### src/rtl/multiply_pkg.sv
// Shared encodings for the multiply-accumulate unit: operation types, FSM states
// and small decode helpers used by the datapath.
package multiply_pkg;

    localparam logic [2:0] OP_MUL   = 3'b000;
    localparam logic [2:0] OP_MLA   = 3'b001;
    localparam logic [2:0] OP_UMULL = 3'b100;
    localparam logic [2:0] OP_UMLAL = 3'b101;
    localparam logic [2:0] OP_SMULL = 3'b110;
    localparam logic [2:0] OP_SMLAL = 3'b111;

    typedef enum logic [1:0] {
        IDLE = 2'd0,
        CALC = 2'd1,
        FIX  = 2'd2,
        DONE = 2'd3
    } mac_state_e;

    function automatic logic op_is_illegal(input logic [2:0] op);
        return op[2:1] == 2'b01;
    endfunction

    function automatic logic op_is_long(input logic [2:0] op);
        return op[2];
    endfunction

    function automatic logic op_is_signed(input logic [2:0] op);
        return op[2:1] == 2'b11;
    endfunction

endpackage

### src/rtl/multiply_step.sv
// One radix-2^STEP_BITS iteration: multiplies the magnitude by one multiplier digit,
// aligns the partial product to its digit position and adds it into the accumulator.
module multiply_step #(
    parameter int WIDTH     = 32,
    parameter int STEP_BITS = 8,
    parameter int CNT_W     = 2
) (
    input  logic [2*WIDTH-1:0]   acc_in,
    input  logic [WIDTH-1:0]     a_mag,
    input  logic [STEP_BITS-1:0] b_digit,
    input  logic [CNT_W-1:0]     step,
    output logic [2*WIDTH-1:0]   acc_out
);

    logic [WIDTH+STEP_BITS-1:0] partial;
    logic [2*WIDTH-1:0]         shifted;

    always_comb begin
        partial = (WIDTH+STEP_BITS)'(a_mag) * (WIDTH+STEP_BITS)'(b_digit);
        shifted = (2*WIDTH)'(partial) << (int'(step) * STEP_BITS);
        acc_out = acc_in + shifted;
    end

endmodule

### src/rtl/multiply_accumulate_unit.sv
// Iterative multiply / multiply-accumulate unit (short, unsigned-long, signed-long).
// Define MAC_EARLY_TERM_EN to stop iterating once the remaining multiplier digits are zero.
module multiply_accumulate_unit
    import multiply_pkg::*;
#(
    parameter int WIDTH     = 32,
    parameter int STEP_BITS = 8
) (
    input  logic               clk,
    input  logic               n_reset,
    input  logic               in_valid,
    output logic               in_ready,
    input  logic [2:0]         op_type,
    input  logic [WIDTH-1:0]   a,
    input  logic [WIDTH-1:0]   b,
    input  logic [WIDTH-1:0]   c,
    input  logic [WIDTH-1:0]   d,
    output logic               out_valid,
    input  logic               out_ready,
    output logic [2*WIDTH-1:0] result,
    output logic               flag_n,
    output logic               flag_z,
    output logic               illegal
);

    localparam int N     = WIDTH / STEP_BITS;
    localparam int CNT_W = (N > 1) ? $clog2(N) : 1;
    localparam logic [CNT_W-1:0] LAST_STEP = CNT_W'(N - 1);

    mac_state_e         state;
    logic [2:0]         op_q;
    logic [WIDTH-1:0]   a_mag;
    logic [WIDTH-1:0]   b_mag;
    logic [WIDTH-1:0]   c_q;
    logic [WIDTH-1:0]   d_q;
    logic               neg_q;
    logic [2*WIDTH-1:0] acc;
    logic [CNT_W-1:0]   step_cnt;

    logic [2*WIDTH-1:0] step_sum;
    logic [WIDTH-1:0]   b_next;
    logic               calc_last;
    logic               signed_in;
    logic [WIDTH-1:0]   a_abs;
    logic [WIDTH-1:0]   b_abs;
    logic [2*WIDTH-1:0] fixed;
    logic               fix_n;
    logic               fix_z;

    assign in_ready = (state == IDLE);

    multiply_step #(
        .WIDTH     (WIDTH),
        .STEP_BITS (STEP_BITS),
        .CNT_W     (CNT_W)
    ) u_step (
        .acc_in  (acc),
        .a_mag   (a_mag),
        .b_digit (b_mag[STEP_BITS-1:0]),
        .step    (step_cnt),
        .acc_out (step_sum)
    );

    assign b_next = b_mag >> STEP_BITS;

`ifdef MAC_EARLY_TERM_EN
    assign calc_last = (step_cnt == LAST_STEP) || (b_next == '0);
`else
    assign calc_last = (step_cnt == LAST_STEP);
`endif

    // Signed operations iterate on magnitudes; the sign is restored in FIX.
    always_comb begin
        signed_in = op_is_signed(op_type);
        a_abs     = (signed_in && a[WIDTH-1]) ? -a : a;
        b_abs     = (signed_in && b[WIDTH-1]) ? -b : b;
    end

    always_comb begin
        fixed = neg_q ? -acc : acc;
        case (op_q)
            OP_MLA:             fixed = fixed + (2*WIDTH)'(c_q);
            OP_UMLAL, OP_SMLAL: fixed = fixed + {c_q, d_q};
            default:            fixed = fixed;
        endcase
        if (!op_is_long(op_q)) begin
            fixed = {{WIDTH{1'b0}}, fixed[WIDTH-1:0]};
        end
        if (op_is_illegal(op_q)) begin
            fixed = '0;
        end
        fix_n = op_is_long(op_q) ? fixed[2*WIDTH-1] : fixed[WIDTH-1];
        fix_z = (fixed == '0);
    end

    always_ff @(posedge clk or negedge n_reset) begin
        if (!n_reset) begin
            state     <= IDLE;
            op_q      <= '0;
            a_mag     <= '0;
            b_mag     <= '0;
            c_q       <= '0;
            d_q       <= '0;
            neg_q     <= 1'b0;
            acc       <= '0;
            step_cnt  <= '0;
            result    <= '0;
            flag_n    <= 1'b0;
            flag_z    <= 1'b0;
            illegal   <= 1'b0;
            out_valid <= 1'b0;
        end else begin
            case (state)
                IDLE: begin
                    if (in_valid) begin
                        op_q     <= op_type;
                        a_mag    <= a_abs;
                        b_mag    <= b_abs;
                        c_q      <= c;
                        d_q      <= d;
                        neg_q    <= signed_in && (a[WIDTH-1] ^ b[WIDTH-1]);
                        acc      <= '0;
                        step_cnt <= '0;
                        state    <= op_is_illegal(op_type) ? FIX : CALC;
                    end
                end
                CALC: begin
                    acc      <= step_sum;
                    b_mag    <= b_next;
                    step_cnt <= step_cnt + 1'b1;
                    if (calc_last) begin
                        state <= FIX;
                    end
                end
                FIX: begin
                    result    <= fixed;
                    flag_n    <= fix_n;
                    flag_z    <= fix_z;
                    illegal   <= op_is_illegal(op_q);
                    out_valid <= 1'b1;
                    state     <= DONE;
                end
                DONE: begin
                    if (out_ready) begin
                        out_valid <= 1'b0;
                        state     <= IDLE;
                    end
                end
                default: state <= IDLE;
            endcase
        end
    end

endmodule

### config.mk
export PLATFORM = sky130hd
export DESIGN_NAME = multiply_accumulate_unit
export DESIGN_NICKNAME = d
export VERILOG_FILES = /design/src/rtl/multiply_pkg.sv /design/src/rtl/multiply_step.sv /design/src/rtl/multiply_accumulate_unit.sv
export SDC_FILE = /design/constraint.sdc
export NUM_CORES = 2
export LEC_CHECK = 0
export BUFFER_PORTS_ARGS = -buffer_cell sky130_fd_sc_hd__buf_4
export CELL_PAD_IN_SITES_DETAIL_PLACEMENT = 0
export CELL_PAD_IN_SITES_GLOBAL_PLACEMENT = 2
export CORE_AREA = 2 2 275 277
export DETAILED_ROUTE_END_ITERATION = 16
export DIE_AREA = 0 0 277 279
export PLACE_DENSITY = 0.94
export SETUP_SLACK_MARGIN = 0.15
export SLEW_MARGIN = 20
export SYNTH_ARGS = -nofsm -noshare
export SYNTH_HDL_FRONTEND = slang
export SYNTH_SLANG_ARGS = --single-unit
### constraint.sdc
create_clock -name clk -period 24.7 [get_ports clk]
set_input_delay 1.235 -clock clk [delete_from_list [all_inputs] [get_ports clk]]
set_output_delay 1.235 -clock clk [all_outputs]
set_load 0.01 [all_outputs]
==> flow_summary.ini <==
[run_status]
status = completed

[critical_path]
cp_max_fo = 33
cp_slowest_cell = dfrtp_1
cp_top_family = compound AO/OA/AOI/OAI gates
start_kind = flip-flop
worstPathArrival_ps = 10150
cp_num_buf_inv = 2
critPathCaptureType = flip-flop
criticalPathCategory = reg2reg
critical-path-max-stage-delay_ps = 1060
crit_required_ps = 25130

[logic_synthesis]
netlist_instances = 3774
yosys_warnings = 0
syn_area_um2 = 30160
synth_flop_cell = dfrtp_1
synthesis.nets = 4292
synth_cell_types = 82
ys_seq_area_share_pct = 22.24
syn_area_per_cell_um2 = 7.992
yosys-top-cells-area = dfrtp_1 (22%), fa_1 (12%), ha_1 (8.3%)
async_flop_share_pct = 100.0
yosys.area.top_type = dfrtp_1
synth-seq-cells = 268
synth_edf_count = 0
synth_top_cell_area_share_pct = 22.24

[cts]
cts_buffers = 36
clk_path_buf_depth = 3
clk_latency_ps = 580
post-cts-setup-buffer-count = 0
cts_hold_buf = 0
clk_pin_slew_ps = 60
numClockSinks = 268
h-tree-depth = 2
cts_resized = 0
root_buffer = clkbuf_16
cts_tree = built

[die]
die_area_um2 = 77280
fp.dieW_um = 277
die_y_um = 279
ios = 204
placementRows = 100
initial_utilization_pct = 40.72
fp.coreArea_um2 = 74070

[timing]
hold_viol_final = 0
rsz0062_at_grt = false
post-route-period-util_pct = 39.36
clock-skew-final_ps = 38.43
setup_viol = 0
worstMarginPinSlew_ps = 1239
setup-tns-final_ps = 0
max_freq_ghz = 0.1029
finalCriticalPeriod_ps = 9723
max_slew_margin_pct = 17.16
slew_violations = 0

[detailed_routing]
via_count = 27080
drt_wl_total_um = 98680
drc_errors = 0
post_drt_wl_per_cell_um = 20.36
ant_nets = 0
dr.pass1.iters = 8
vias_per_cell = 5.589
detail_route.iter0.violations = 1886

[finish]
drive_above_1_share_pct = 9.391
area_growth_pct = 11.60
nNetsFinal = 4368
fillers = 7561

[place]
io_buffer_count = 203
place_congestion = 1.001
hpwl_um = 78060

[hold_path]
hold_class = reg2reg

[global_routing]
grt_overflow = 0
grt_pass1_wl_um = 154800
grt_pass1_vias = 26960
grt_usage_pct = 25.28
grt_antenna_before_repair = 0
grt_max_degree = 78

[flow_run]
drv_cap = 0
[cells in the mapped netlist (49+ instances only)]
master / count
dfrtp_1: 268
ha_1: 201
nor2_1: 202
nand3_1: 49
fa_1: 182
a21oi_1: 253
clkbuf_1: 168
xnor2_1: 159
and2_1: 228
nand2_1: 655
a21o_1: 102
and3_1: 53
o21ai_0: 286
xor2_1: 86
inv_1: 225
[worst paths after layout]
check	cells after the start	endpoint	start	slack (ps)
setup / recovery	34	acc[57]	b_mag[3]	14980
hold / removal	2	d_q[2]	d_q[2]	480
setup reg to reg	34	acc[57]	b_mag[3]	14980
hold reg to reg	2	d_q[2]	d_q[2]	480
max in group asynchronous	3	result[48]	n_reset	21890
min in group asynchronous	1	b_mag[25]	n_reset	660
[metrics by stage]
step | hold slack [ps] | instance area, um^2 | worst slack [ps] | utilization [%] | instances
2_1_floorplan | 445.0 | 30160 | 16460 | - | 3774
3_3_place_gp | 460.4 | 32440 | 15190 | 43.80 | 4781
3_5_place_dp | 461.7 | 32440 | 15050 | 43.80 | 4781
4_1_cts | 478.0 | 33660 | 15030 | 45.44 | 4845
5_1_grt | 492.3 | 33660 | 14230 | 45.44 | 4845
6_report | 476.5 | 33660 | 14980 | 45.44 | 4846
[routing by layer]
metal | up-vias | GRT usage, % | share of wire, %
met4 | 0 | 9.978 | 4.2
met2 | 720 | 42.64 | 47
li1 | 13140 | - | -
met1 | 13050 | 33.30 | 45
met5 | - | 0 | 0
met3 | 168 | 2.678 | 4.3
[worst min-delay path, stage by stage, from the launching register on]
cell,delay (ps)
dfrtp_1,340
nand2_1,50
nand2_1,60
[flip-flops by register name (all words and copies together) (netlist names), 2 cells and up]
register	flops
op_q	3
d_q	32
b_mag	32
result	64
step_cnt	2
state	2
c_q	32
a_mag	32
acc	64
[logic make-up after synthesis]
| family | share of synthesized area (%) |
|---|---|
| xor+xnor | 7.115 |
| fa+ha+maj | 20.42 |
| compound gates | 19.85 |
| flops | 22.24 |
| simple gates | 22.44 |
| buf+inv | 5.252 |
| mux | 2.684 |
[final cells by class]
class	instances	area (um^2)	area share (%)
Antenna cell	1	2.502	0.007435
Clock buffer	49	989.7	2.940
Clock inverter	15	221.5	0.6580
Inverter	227	852.1	2.532
Multi-Input combinational cell	3086	21930	65.15
Sequential cell	268	6710	19.94
Tap cell	969	1212	3.602
Timing Repair Buffer	231	1742	5.175
[layout by cell type (no fill, tap or decap), types with 36 or more instances in the layout]
master | netlist | layout
a21oi_1 | 253 | 252
mux2i_1 | 37 | 37
or3_1 | 38 | 38
o31ai_1 | 41 | 41
fa_1 | 182 | 182
a21o_1 | 102 | 102
o21ai_0 | 286 | 285
inv_1 | 225 | 225
and3_1 | 53 | 53
clkbuf_16 | 0 | 36
xnor2_1 | 159 | 159
and2_1 | 228 | 227
nand3_1 | 49 | 49
xor2_1 | 86 | 86
nor2_1 | 202 | 200
buf_4 | 0 | 230
ha_1 | 201 | 199
mux2_2 | 39 | 39
dfrtp_1 | 268 | 265
nand2_1 | 655 | 654
nor3_1 | 38 | 38
nand4_1 | 43 | 43
Power is left out: the tool's default activity adds up to more than one toggle a clock period on the data nets, which glitch-free logic cannot reach.
